**src/rtl/toggle_event_rx.sv**
```systemverilog
// Multi-channel toggle-synchronizer receive side: toggle edges become one-cycle
// pulses, buffered in per-channel pending counters behind a valid/ready handshake.

module toggle_event_lane #(
  parameter int SYNC_STAGES = 2,
  parameter int CNT_W       = 4
) (
  input  logic             clk,
  input  logic             rst,
  input  logic             toggle,
  input  logic             ev_ready,
  input  logic             ovf_clr,
  output logic             ev_pulse,
  output logic             ev_valid,
  output logic [CNT_W-1:0] cnt,
  output logic             overflow
);
  localparam logic [CNT_W-1:0] CNT_MAX = '1;
  localparam logic [CNT_W-1:0] CNT_ONE = {{(CNT_W-1){1'b0}}, 1'b1};

  logic [SYNC_STAGES-1:0] sync;
  logic                   prev;
  logic                   push, pop, full, drop;

  always_ff @(posedge clk) begin
    if (rst) begin
      sync <= '0;
      prev <= 1'b0;
    end else begin
      sync <= {sync[SYNC_STAGES-2:0], toggle};
      prev <= sync[SYNC_STAGES-1];
    end
  end

  assign push     = sync[SYNC_STAGES-1] ^ prev;
  assign ev_pulse = push;
  assign ev_valid = (cnt != '0);
  assign pop      = ev_valid & ev_ready;
  assign full     = (cnt == CNT_MAX);
  // A simultaneous pop frees the slot, so push+pop at full is not a drop.
  assign drop     = push & ~pop & full;

  always_ff @(posedge clk) begin
    if (rst)                      cnt <= '0;
    else if (push & ~pop & ~full) cnt <= cnt + CNT_ONE;
    else if (~push & pop)         cnt <= cnt - CNT_ONE;
  end

  // Set beats clear so a drop in the clearing cycle is never hidden.
  always_ff @(posedge clk) begin
    if (rst)          overflow <= 1'b0;
    else if (drop)    overflow <= 1'b1;
    else if (ovf_clr) overflow <= 1'b0;
  end
endmodule

module toggle_event_rx #(
  parameter int NUM_CH      = 4,
  parameter int SYNC_STAGES = 2,
  parameter int CNT_W       = 4
) (
  input  logic                    clk,
  input  logic                    rst,
  input  logic [NUM_CH-1:0]       toggle_in,
  output logic [NUM_CH-1:0]       ev_pulse,
  output logic [NUM_CH-1:0]       ev_valid,
  input  logic [NUM_CH-1:0]       ev_ready,
  output logic [NUM_CH*CNT_W-1:0] pend_cnt,
  output logic [NUM_CH-1:0]       overflow,
  input  logic                    ovf_clr
);
  logic [NUM_CH-1:0][CNT_W-1:0] cnt_arr;

  for (genvar g = 0; g < NUM_CH; g++) begin : g_lane
    toggle_event_lane #(
      .SYNC_STAGES (SYNC_STAGES),
      .CNT_W       (CNT_W)
    ) u_lane (
      .clk      (clk),
      .rst      (rst),
      .toggle   (toggle_in[g]),
      .ev_ready (ev_ready[g]),
      .ovf_clr  (ovf_clr),
      .ev_pulse (ev_pulse[g]),
      .ev_valid (ev_valid[g]),
      .cnt      (cnt_arr[g]),
      .overflow (overflow[g])
    );
  end

  assign pend_cnt = cnt_arr;
endmodule

```
**config.mk**
```make
export PLATFORM = sky130hd
export DESIGN_NAME = toggle_event_rx
export DESIGN_NICKNAME = d
export VERILOG_FILES = /design/src/rtl/toggle_event_rx.sv
export SDC_FILE = /design/constraint.sdc
export NUM_CORES = 1
export LEC_CHECK = 0
export ABC_AREA = 0
export BUFFER_PORTS_ARGS = -buffer_cell sky130_fd_sc_hd__buf_2
export CAP_MARGIN = 20
export CORE_MARGIN = 1
export CORE_UTILIZATION = 54
export CTS_CLUSTER_DIAMETER = 150
export DETAILED_ROUTE_END_ITERATION = 16
export PLACE_DENSITY = 0.81
export SLEW_MARGIN = 10
export SYNTH_ARGS = -nofsm -noshare
export SYNTH_HDL_FRONTEND = slang
export SYNTH_SLANG_ARGS = --single-unit
```
**constraint.sdc**
```tcl
create_clock -name clk -period 3.1 [get_ports clk]
set_input_delay 0.465 -clock clk [delete_from_list [all_inputs] [get_ports clk]]
set_output_delay 0.465 -clock clk [all_outputs]
set_load 0.05 [all_outputs]
```
-- Yosys cells after proc, flatten, opt, wreduce, memory -nomap -nowiden
Index checks and enable logic that the tools add are counted.
- equality and inequality tests: 4
- multiplexer cells: 13
- reductions and logical operators: 12
- bitwise gates (word level): 36
- add/subtract/negate cells: 8
- operators by type and width (kind ; number):
    $mux W4 ; 8
    $and A1 B1 Y1 ; 20
    $add A4 B1 Y4 const B ; 4
    $eq A4 B4 Y1 const B ; 4
    $reduce_bool A2 Y1 ; 8
    $reduce_bool A4 Y1 ; 4
    $sub A4 B1 Y4 const B ; 4
    $not A1 Y1 ; 12
    $mux W1 ; 5
    $xor A1 B1 Y1 ; 4
- register bits after elaboration: 32
- input bits: 11
- logic and storage cells: 89

-- Depth between registers and ports, before layout
Gate-level depths: netlist of run 1.
- depth in word-level cells: 6
- gate-level depth with buffers: 9

-- Hierarchy
A second synthesis of run 1 with hierarchy kept.
- cells, all modules: 188
- area total of the unflattened synthesis: 1831.8 um2
- by module, submodules not included (module ; times used ; sequential area each (um2) ; area each (um2) ; cells an instance):
    toggle_event_lane ; 4 ; 160.2 ; 457.9 ; 47

-- Worst setup path after synthesis of run 1
Ideal clock, no wire load.
- path kind: register to register
- from: register g_lane[1].u_lane.cnt[0]
- to: register g_lane[1].u_lane.cnt[3]
- data required time: 2.966 ns
- cell stages (with the launch flop): 10
- arrival time: 2.283 ns
- path slack: 0.683 ns
- path through: dfxtp_1 > o41ai_4 > and3_1 > buf_6 > inv_1 > ha_1 > a21oi_1 > a21boi_0 > mux2i_1 > o311ai_1
- cells in the longest elaborated chain, start to end: 6
- RTL lines (item ; RTL line ; RTL):
    start, declared ; 15 ; output logic [CNT_W-1:0] cnt,
    start signal, assigned ; 45 ; else if (push & ~pop & ~full) cnt <= cnt + CNT_ONE;
    start signal, assigned ; 46 ; else if (~push & pop) cnt <= cnt - CNT_ONE;
    branches (longest 6 deep; another with $sub A4 B1 Y4) ; -- ;
Several ways; the timed one is not identified. The select of a mux whose other input is x is not followed.
A chain may end at the register's enable or synchronous reset.

-- Worst setup path in the final report of run 1
- from: register g_lane[0].u_lane.cnt[0]
- to: register g_lane[0].u_lane.cnt[3]
- cells in the longest elaborated chain, start to end: 6
- RTL lines (item ; RTL line):
    start, declared ; 15
    start signal, assigned ; 45
    start signal, assigned ; 46
    branches (longest 6 deep; another with $sub A4 B1 Y4) ; --
Several ways; the timed one is not identified. The select of a mux whose other input is x is not followed.

==> impl_metrics.toml, run 1 <==
[outcome]
result_of_the_run = "finished clean"

[yosys]
syn-num-nets = 223
synth.lib_cells_used.distinct = 30
synth_largest_type_area_fraction_pct = 34.1
synth-async-reset-ratio_pct = 0
synthFlopType = "dfxtp_1"
ys_warn_count = 0
avgSynthCellArea_um2 = 9.40
syn_area_um2 = 1880
synthesized_netlist_cell_count = 200
synthTopCellsByArea = "dfxtp_1 34%, buf_4 6.0%, a21oi_1 5.3%"
synth-edff-count = 0
synth-seq-area-share_pct = 34.1
postSynthRegisterBits = 32
synth_largest_area_cell = "dfxtp_1"

[placement]
portBuffers = 38
dpl_hpwl_um = 2380
placed_cells_incl_taps = 264
place.gp.congestion = 0.783
placed_cell_area_um2 = 1980

[timing]
hold_viol = 0
finalWorstPathRequiredPeriod_ns = 2.55
final_min_period_over_clock_period_pct = 82.2
rsz0062_at_grt = "no"
timing.final.max_slew_violations = 0
worstMarginPinSlew_ns = 0.631
finalSetupTns_ns = 0
finalSetupViolations = 0
timing.fmax_mhz = 393
max-slew-margin-rel_pct = 58.0
worst_hold_slack_ns = 0.338
fin_worst_skew_ns = 0.00545

[clock_network]
clockBufferDepth = 2
cts_num_sinks = 32
cts-htree-levels = 2
clk-insertion-delay-late_ns = 0.33
worst_setup_hold_path_clk_slew_ns = 0.10
cts-buffers-inserted = 5
cts_hold_buf = 0
quantity_of_gates_resized_following_cts = 0
cts.root.buffer_cell = "clkbuf_4"
cts_post_setup_buffers_inserted = 0
cts_tree = "done"

[setup_path]
setup.worst_path.end_class = "flip-flop"
worst-setup-path-type = "reg -> reg"
worstPathBufferInverterCount = 1
regToRegStartpoint = "g_lane[0].u_lane.cnt[0]"
critical_path_slowest_stage_cell = "o41ai_2"
path_delay_family = "compound AO/OA/AOI/OAI gates"
worst_ep_required_time_ns = 3.30
timing.critical_path.fanout_max = 8
path_cells = "o41ai_2, and3_1, inv_1, ha_1, a21oi_1, a21boi_0, mux2i_1, o311ai_1"
ff2ff_setup_slack_ns = 0.55
worstSetupStartpointType = "flip-flop"
worst-endpoint-arrival_ns = 2.75
setup.worst_path.start = "g_lane[0].u_lane.cnt[0]"
crit_path_max_incr_delay_ns = 0.46

[floorplanning]
total_die_area_um2 = 3720
placementRows = 21
core_um2 = 3340
die_h_um = 61.0
chipWidth_um = 61.0
pin_count = 39
floorplan.initialDensity_pct = 56.4

[detailed_routing]
detailroute.via_count = 1488
detailedRoute.firstIterationViolations = 107
vias_per_cell = 5.47
detail_route.first_pass.iterations = 4
remaining_drc_errors = 0
final_antenna_net_count = 0
routedWlPerCell_um = 11.9
wirelength_um = 3230

[final_layout]
number_of_diodes = 0
design.final.nets = 248
finish.cell_count_without_fillers = 272
layout.cell_area.non_filler_um2 = 2050
area_growth_syn_to_layout_pct = 8.85
share_of_cells_above_drive_strength_1_pct = 26.5

[hold_path]
holdCritPathClass = "in -> reg"
worst_hold_startpoint = "toggle_in[2]"

[global_route]
antenna_violations_before_repair = 0
number_of_global_route_vias_before_repair = 1166
globalRoute.totalOverflow = 0
grt_first_pass_wirelength_um = 4900
gr-usage-all-layers_pct = 17.9
pin_count_of_the_biggest_net_entering_global_routing = 37

[job]
max_cap_viols = 0
[worst paths after layout]
kind / end / cells past startpoint
worst min-delay path: g_lane[2].u_lane.sync[0] / 2
worst max-delay path: g_lane[0].u_lane.cnt[3] / 8
worst max register to register: g_lane[0].u_lane.cnt[3] / 8
worst min register to register: g_lane[3].u_lane.sync[1] / 1
[cell usage in the layout (no fill, tap or decap), types with 3 or more instances in the layout]
cell type	count
a21boi_0	4
a21oi_1	20
and3_1	4
buf_2	38
clkbuf_4	5
dfxtp_1	32
fa_1	4
ha_1	8
inv_1	4
mux2i_1	4
nand2_1	4
nand2b_1	8
nand3_1	12
nand3b_1	4
nand4_1	8
nor2_1	8
nor2b_1	12
nor3_1	4
nor3b_2	4
o21ai_0	11
o311ai_1	4
o41ai_4	3
or2_2	4
xor2_1	8
[Yosys cell counts (all sizes together), types with 8 or more instances]
library cell  number
nand2b             8
buf               18
nand3             12
xor2               8
nand4              8
nor2               8
ha                 8
nor2b             12
dfxtp             32
o21ai             12
a21oi             20
[cell families (layout without fill, tap and decap cells)]
kind of cell / after synthesis / in the layout / synth area share [%]
buf+inv: 24 / 50 / 8.65
flops: 32 / 32 / 34.1
compound gates: 44 / 44 / 17.2
simple gates: 76 / 76 / 24.6
fa+ha+maj: 12 / 12 / 9.58
xor+xnor: 8 / 8 / 3.73
mux: 4 / 4 / 2.13
[flip-flops by register name (all words and copies together) (netlist names)]
name                    cells
g_lane.u_lane.overflow      4
g_lane.u_lane.sync          8
g_lane.u_lane.cnt          16
g_lane.u_lane.prev          4
[per-layer routing]
metal / wire (um) / vias up / part of all wire, % / GRT usage (%)
met3: 157 / 6 / 4.9 / 5.25
met4: 58 / 0 / 1.8 / 7.47
met1: 1520 / 677 / 47 / 22.6
met5: 0 / - / 0 / 0
met2: 1500 / 44 / 46 / 28.7
li1: - / 761 / - / -
[area by class of cell]
| cell class | instances | area (um2) |
|---|---|---|
| fillers | 320 | 1290 |
| multi-input cells | 144 | 1080 |
| flip-flops and latches | 32 | 641 |
| repair buffers | 38 | 190 |
| well taps | 46 | 57.6 |
| clock buffers | 6 | 51.3 |
| clock inverters | 2 | 15.0 |
| inverters | 4 | 15.0 |
[metrics by stage]
| step | util [%] | setup WS [ns] |
|---|---|---|
| 2_1_floorplan | - | 0.683 |
| 3_3_place_gp | 59.4 | 0.678 |
| 3_5_place_dp | 59.4 | 0.601 |
| 4_1_cts | 61.3 | 0.583 |
| 5_1_grt | 61.3 | 0.384 |
| 6_report | 61.3 | 0.553 |
Power of run 1 is left out: the tool's default activity adds up to more than one toggle a clock period on the data nets, which glitch-free logic cannot reach.
==> inputs of run 2 (changes only) <==
--- a/config.mk
+++ b/config.mk
@@ -5,14 +5,14 @@
 export SDC_FILE = /design/constraint.sdc
 export NUM_CORES = 1
 export LEC_CHECK = 0
-export ABC_AREA = 0
+export ABC_AREA = 1
 export BUFFER_PORTS_ARGS = -buffer_cell sky130_fd_sc_hd__buf_2
 export CAP_MARGIN = 20
 export CORE_MARGIN = 1
-export CORE_UTILIZATION = 54
+export CORE_UTILIZATION = 49
 export CTS_CLUSTER_DIAMETER = 150
 export DETAILED_ROUTE_END_ITERATION = 16
-export PLACE_DENSITY = 0.81
+export PLACE_DENSITY = 0.77
 export SLEW_MARGIN = 10
 export SYNTH_ARGS = -nofsm -noshare
 export SYNTH_HDL_FRONTEND = slang
==> constraint.sdc (replaced) <==
create_clock -name clk -period 2.1 [get_ports clk]
set_input_delay 0.315 -clock clk [delete_from_list [all_inputs] [get_ports clk]]
set_output_delay 0.315 -clock clk [all_outputs]
set_load 0.05 [all_outputs]
==> run 2 against run 1 <==
Compared with the run above: first-iteration DRC count is 22% lower; clock skew is 0.0021 ns lower; critical endpoint unchanged; die area increased by 12%; clock-buffer cell count stayed put.
==> impl_metrics.toml, run 2 <==
[setup_path]
worst-setup-path-type = "reg -> reg"
critical_path_slowest_stage_cell = "dfxtp_1"
worst-endpoint-arrival_ns = 2.00
path_cells = "nand4_1, nand3_4, ha_1, nand3_1, nand3_1, inv_1, nand2_1, a21oi_1, nor2_1"
setup.worst_path.end_class = "flip-flop"
setup.worst_path.start = "g_lane[0].u_lane.cnt[0]"
regToRegStartpoint = "g_lane[0].u_lane.cnt[0]"
worst_ep_required_time_ns = 2.28
worstSetupStartpointType = "flip-flop"
crit_top_cell = "nand3_1"
worstRegToRegCells = 9
timing.critical_path.fanout_max = 7
crit_path_max_incr_delay_ns = 0.48

[detailed_routing]
detail_route.first_pass.iterations = 4
wirelength_um = 3350
detailedRoute.firstIterationViolations = 83
final_antenna_net_count = 0
vias_per_cell = 4.83
routedWlPerCell_um = 10.4
detailroute.via_count = 1552
remaining_drc_errors = 0

[timing]
timing.final.max_slew_violations = 0
hold_viol = 0
worstMarginPinSlew_ns = 0.301
finalWorstPathRequiredPeriod_ns = 1.82
post-route-worst-setup-slack_ns = 0.282
timing.fmax_mhz = 550
rsz0062_at_grt = "no"
fin_worst_skew_ns = 0.00339
finalSetupTns_ns = 0
final_min_period_over_clock_period_pct = 86.6
finalSetupViolations = 0
max-slew-margin-rel_pct = 79.9

[floorplanning]
chipWidth_um = 64.5
core_um2 = 3690
placementRows = 22
die_h_um = 64.5
floorplan.initialDensity_pct = 51.8
total_die_area_um2 = 4160
pin_count = 39

[yosys]
synthFlopType = "dfxtp_1"
post_synthesis_mux_area_share_pct = 0
synth_fa_ha_area_share_pct = 9.42
synthTopCellsByArea = "dfxtp_1 34%, nand2_1 7.7%, inv_1 5.9%"
synth_compound_area_share_pct = 5.37
postSynthRegisterBits = 32
synth-edff-count = 0
synth.lib_cells_used.distinct = 20
avgSynthCellArea_um2 = 7.93
simple_gate_share_of_the_synthesized_area_pct = 37.7
synth_largest_area_cell = "dfxtp_1"
post_synth_xor_area_fraction_pct = 1.83
syn-num-nets = 264
synth-seq-area-share_pct = 33.5
yosys-top-cells-count = "39 x nand2_1, 32 x dfxtp_1, 30 x inv_1"
synth-async-reset-ratio_pct = 0
synthesized_netlist_cell_count = 241
syn_area_um2 = 1910
synth_top_family_by_area = "simple AND/OR/NAND/NOR gates"
ys_warn_count = 0
yosysMostFrequentCell = "nand2_1"
synth_largest_type_area_fraction_pct = 33.5

[clock_network]
cts.root.buffer_cell = "clkbuf_8"
cts_hold_buf = 0
clockBufferDepth = 2
cts-buffers-inserted = 5
clk-insertion-delay-late_ns = 0.28
cts-htree-levels = 2
cts_tree = "done"
cts_num_sinks = 32
worst_setup_hold_path_clk_slew_ns = 0.07
quantity_of_gates_resized_following_cts = 0
cts_post_setup_buffers_inserted = 0

[final_layout]
most_used_cells_in_the_layout_excluding_fill_and_tap_cells = "39 x nand2_1, 38 x buf_2, 32 x dfxtp_1"
area_growth_syn_to_layout_pct = 13.6
layout.cell_area.non_filler_um2 = 2170
design.final.nets = 295
share_of_cells_above_drive_strength_1_pct = 30.8
final.fill_count = 355
layout.cells.most_common = "nand2_1"
top_register = "g_lane.u_lane.cnt"
finish.cell_count_without_fillers = 321
largest_registers = "g_lane.u_lane.cnt (16), g_lane.u_lane.sync (8)"
number_of_diodes = 0
largest_reg_flops = 16

[placement]
portBuffers = 38
placed_cells_incl_taps = 313
placed_cell_area_um2 = 2060
place.gp.congestion = 0.789
dpl_hpwl_um = 2560
post-place-ws_ns = 0.287

[power]
vdd_ir_drop_max_uv = 828
power.leakage_nw = 1.01
power_density_nw_per_um2 = 1630
power_w = 0.00354

[global_route]
grt_first_pass_wirelength_um = 5780
globalRoute.totalOverflow = 0
pin_count_of_the_biggest_net_entering_global_routing = 19
gr-usage-all-layers_pct = 18.0
number_of_global_route_vias_before_repair = 1378
antenna_violations_before_repair = 0

[job]
max_cap_viols = 0

[hold_path]
worst_hold_path.num_cells = 3
worst_hold_startpoint = "toggle_in[3]"
holdCritPathClass = "in -> reg"

[outcome]
result_of_the_run = "finished clean"
run 2: cell types whose count changed in the layout (fill, tap and decap cells not counted), moves of 5 or more:
cell and delta:
a21oi_1 -10, a21oi_2 +6, clkbuf_4 -5, inv_1 +26, nand2_1 +35, nand2_2 +8, nand2_4 +9, nand2b_1 -8
nand3_1 +8, nor2_1 +21, nor2b_1 -12, o21ai_0 -11
run 2: routing by layer:
metal	vias up	part of all wire [%]	track usage [%]
li1	811	-	-
met1	708	45	20.8
met2	25	50	31.3
met3	8	3.4	4.75
met4	0	1.7	7.50
met5	-	0	0
run 2: metrics by stage:
| step | hold WS (ns) | util (%) |
|---|---|---|
| after floorplan | 0.388 | - |
| after global placement | 0.390 | 56.0 |
| after detailed placement | 0.393 | 56.0 |
| after CTS | 0.223 | 58.9 |
| after global routing | 0.243 | 58.9 |
| final | 0.231 | 58.9 |
run 2: logic make-up (layout without fill, tap and decap cells):
| logic type | count (synthesis) | in the layout |
|---|---|---|
| AO/OA/AOI/OAI | 16 | 16 |
| XOR/XNOR | 4 | 4 |
| adder cells (fa/ha/maj) | 12 | 12 |
| buffers and inverters | 49 | 81 |
| flip-flops | 32 | 32 |
| AND/OR/NAND/NOR | 128 | 128 |
run 2: critical path, delay by kind of cell, from the launching register on:
kind,cells,cell delay (ns)
adder cells (fa/ha/maj),1,0.28
AO/OA/AOI/OAI,1,0.14
flip-flops,1,0.48
buffers and inverters,1,0.06
AND/OR/NAND/NOR,6,0.74
run 2: final timing paths:
check,end,slack [ns]
min,g_lane[3].u_lane.sync[0],0.23
max,g_lane[0].u_lane.cnt[3],0.28
max reg2reg,g_lane[0].u_lane.cnt[3],0.28
min reg2reg,g_lane[2].u_lane.sync[1],0.40
run 2: final cells by class:
cell class | count | area, um2 | area share, %
timing repair buffer | 39 | 198 | 9.10
clock inverter | 2 | 35.0 | 1.61
tap | 48 | 60.1 | 2.76
inverter | 34 | 128 | 5.88
clock buffer | 6 | 72.6 | 3.34
sequential | 32 | 641 | 29.5
multi-input combinational | 160 | 1040 | 47.8
run 2: power by group:
group / switching [W] / internal [W]
Combinational: 0.00144 / 0.000592
Sequential: 0.000200 / 0.000741
Clock: 0.000221 / 0.000352
Total: 0.00186 / 0.00168
Power figures use the tool's default switching activity.
==> inputs of run 3 (changes only) <==
--- a/config.mk
+++ b/config.mk
@@ -5,7 +5,7 @@
 export SDC_FILE = /design/constraint.sdc
 export NUM_CORES = 1
 export LEC_CHECK = 0
-export ABC_AREA = 1
+export ABC_AREA = 0
 export BUFFER_PORTS_ARGS = -buffer_cell sky130_fd_sc_hd__buf_2
 export CAP_MARGIN = 20
 export CORE_MARGIN = 1
==> run 3 against run 2 <==
Compared with the run above: clock-buffer cell count unchanged; first-iteration DRC count increased by 42%; sequential power increased by 24%; clock skew increased by 0.0019 ns; critical endpoint is now g_lane[1].u_lane.cnt[2]; largest power group unchanged.
==> impl_metrics.toml, run 3 (synthesis gave the netlist of run 1 again) <==
[detailed_routing]
remaining_drc_errors = 0
detail_route.first_pass.iterations = 4
vias_per_cell = 5.52
wirelength_um = 3850
detailedRoute.firstIterationViolations = 118
final_antenna_net_count = 0
detailroute.via_count = 1605
routedWlPerCell_um = 13.2

[power]
vdd_ir_drop_max_uv = 964
comb_power_share_pct = 61.3
power_switching_share_pct = 51.5
net_switching_power_figure_w = 0.00214
power_density_nw_per_um2 = 1760
share_seq_of_total_power_pct = 28.2
power.leakage_nw = 0.995
pwr-share-clk_pct = 10.5
power_report.internal_total_w = 0.00202

[timing]
worstMarginPinSlew_ns = 0.504
final_min_period_over_clock_period_pct = 99.4
finalWorstPathRequiredPeriod_ns = 2.09
finalSetupViolations = 0
finalSetupTns_ns = 0
worst_hold_slack_ns = 0.242
timing.final.max_slew_violations = 0
timing.fmax_mhz = 479
rsz0062_at_grt = "yes"
fin_worst_skew_ns = 0.00525
max-slew-margin-rel_pct = 66.4
hold_viol = 0

[setup_path]
worst-endpoint-arrival_ns = 2.24
setup.worst_path.start = "g_lane[1].u_lane.cnt[0]"
timing.critical_path.fanout_max = 6
worstSetupStartpointType = "flip-flop"
worst_ep_required_time_ns = 2.25
crit-reg2reg-capture = "g_lane[1].u_lane.cnt[2]"
worstRegToRegCells = 8
regToRegStartpoint = "g_lane[1].u_lane.cnt[0]"
ff2ff_setup_slack_ns = 0.01
crit_end = "g_lane[1].u_lane.cnt[2]"
setup.worst_path.end_class = "flip-flop"
worst-setup-path-type = "reg -> reg"

[outcome]
result_of_the_run = "finished clean"

[global_route]
antenna_violations_before_repair = 0
number_of_global_route_vias_before_repair = 1397
gr-usage-all-layers_pct = 19.8
pin_count_of_the_biggest_net_entering_global_routing = 29
grt_first_pass_wirelength_um = 6210
globalRoute.totalOverflow = 0

[floorplanning]
die_h_um = 64.0
floorplan.initialDensity_pct = 51.4
chipWidth_um = 64.0
core_um2 = 3660
placementRows = 22
pin_count = 39
total_die_area_um2 = 4090

[final_layout]
final_core_util_pct = 64.6
largest_registers = "g_lane.u_lane.cnt (16), g_lane.u_lane.sync (8)"
most_used_cells_in_the_layout_excluding_fill_and_tap_cells = "38 x buf_2, 18 x buf_4, 16 x dfxtp_1"
area_growth_syn_to_layout_pct = 25.7
register_area_um2 = 691
largest_reg_flops = 16
finish.cell_count_without_fillers = 291
multiInputGateArea_um2 = 1190
final.fill_count = 292
share_of_cells_above_drive_strength_1_pct = 43.2
number_of_diodes = 0
top_register = "g_lane.u_lane.cnt"
layout.cells.most_common = "buf_2"
design.final.nets = 266

[hold_path]
holdCritPathClass = "in -> reg"

[placement]
place.gp.congestion = 0.802
placed_cells_incl_taps = 278
portBuffers = 38
dpl_hpwl_um = 2620

[clock_network]
cts-buffers-inserted = 5
worst_setup_hold_path_clk_slew_ns = 0.06
cts_hold_buf = 0
cts.root.buffer_cell = "clkbuf_8"
cts-htree-levels = 2
clk-insertion-delay-late_ns = 0.28
cts_num_sinks = 32
cts_tree = "done"
clockBufferDepth = 2

[job]
max_cap_viols = 0
-- run 3: cell types whose count changed in the layout (fill, tap and decap cells not counted), sizes merged, moves of 17 or more --
cell,change
inv,-30
nor2,-28
buf,+17
nand2,-52
-- run 3: critical path, cell delays in order, from the launching register on --
cell,delay [ns]
dfxtp_4,0.37
o41ai_4,0.38
and3_1,0.27
inv_2,0.08
buf_4,0.15
fa_1,0.37
xor2_1,0.17
o21ai_1,0.10
a21oi_1,0.08
-- run 3: final cells by class --
type                            count  share of cell area (%)
Clock buffer                        6                    3.07
Clock inverter                      1                   0.212
Inverter                            4                   0.635
Multi-Input combinational cell    144                    50.6
Sequential cell                    32                    29.2
Tap cell                           48                    2.54
Timing Repair Buffer               56                    13.8
-- run 3: power groups by stage --
stage | sequential [W] | combinational [W] | clock, W
after detailed placement | 0.00119 | 0.00231 | 0
after global routing | 0.00121 | 0.00274 | 0.000482
after floorplan | 0.00163 | 0.00148 | 0
final | 0.00117 | 0.00255 | 0.000437
after CTS | 0.00117 | 0.00232 | 0.000455
after global placement | 0.00118 | 0.00226 | 0
-- run 3: worst min-delay path by stage --
stage | from | endpoint | cells past startpoint
2_1_floorplan | g_lane[0].u_lane.sync[0] | g_lane[0].u_lane.sync[1] | 1
3_3_place_gp | g_lane[3].u_lane.sync[0] | g_lane[3].u_lane.sync[1] | 1
3_5_place_dp | g_lane[3].u_lane.sync[0] | g_lane[3].u_lane.sync[1] | 1
4_1_cts | toggle_in[2] | g_lane[2].u_lane.sync[0] | 2
5_1_grt | toggle_in[2] | g_lane[2].u_lane.sync[0] | 2
6_report | toggle_in[3] | g_lane[3].u_lane.sync[0] | 2
-- run 3: timing repair --
| action | 4_1_cts | 5_1_grt |
|---|---|---|
| buffers inserted | 0 | 6 |
| setup endpoints to repair | 1 | 8 |
| gates resized for setup | 1 | 13 |
| pin swaps | 0 | 8 |
| cloned | 0 | 0 |
-- run 3: per-stage QoR --
stage | instance area (um2) | total power (W) | worst slack (ns)
floorplan | 1990 | 0.00311 | -0.0318
global placement | 2190 | 0.00344 | 0.0941
detailed placement | 2190 | 0.00349 | 0.00566
CTS | 2260 | 0.00395 | 0.0306
global route | 2360 | 0.00444 | -0.0772
finish | 2360 | 0.00416 | 0.0121
-- run 3: routing by layer --
layer | vias to the layer above | track usage, % | share of wire, %
li1 | 800 | - | -
met5 | - | 0 | 0
met2 | 36 | 30.9 | 49
met4 | 0 | 9.38 | 1.2
met3 | 4 | 6.61 | 4.1
met1 | 765 | 24.4 | 45
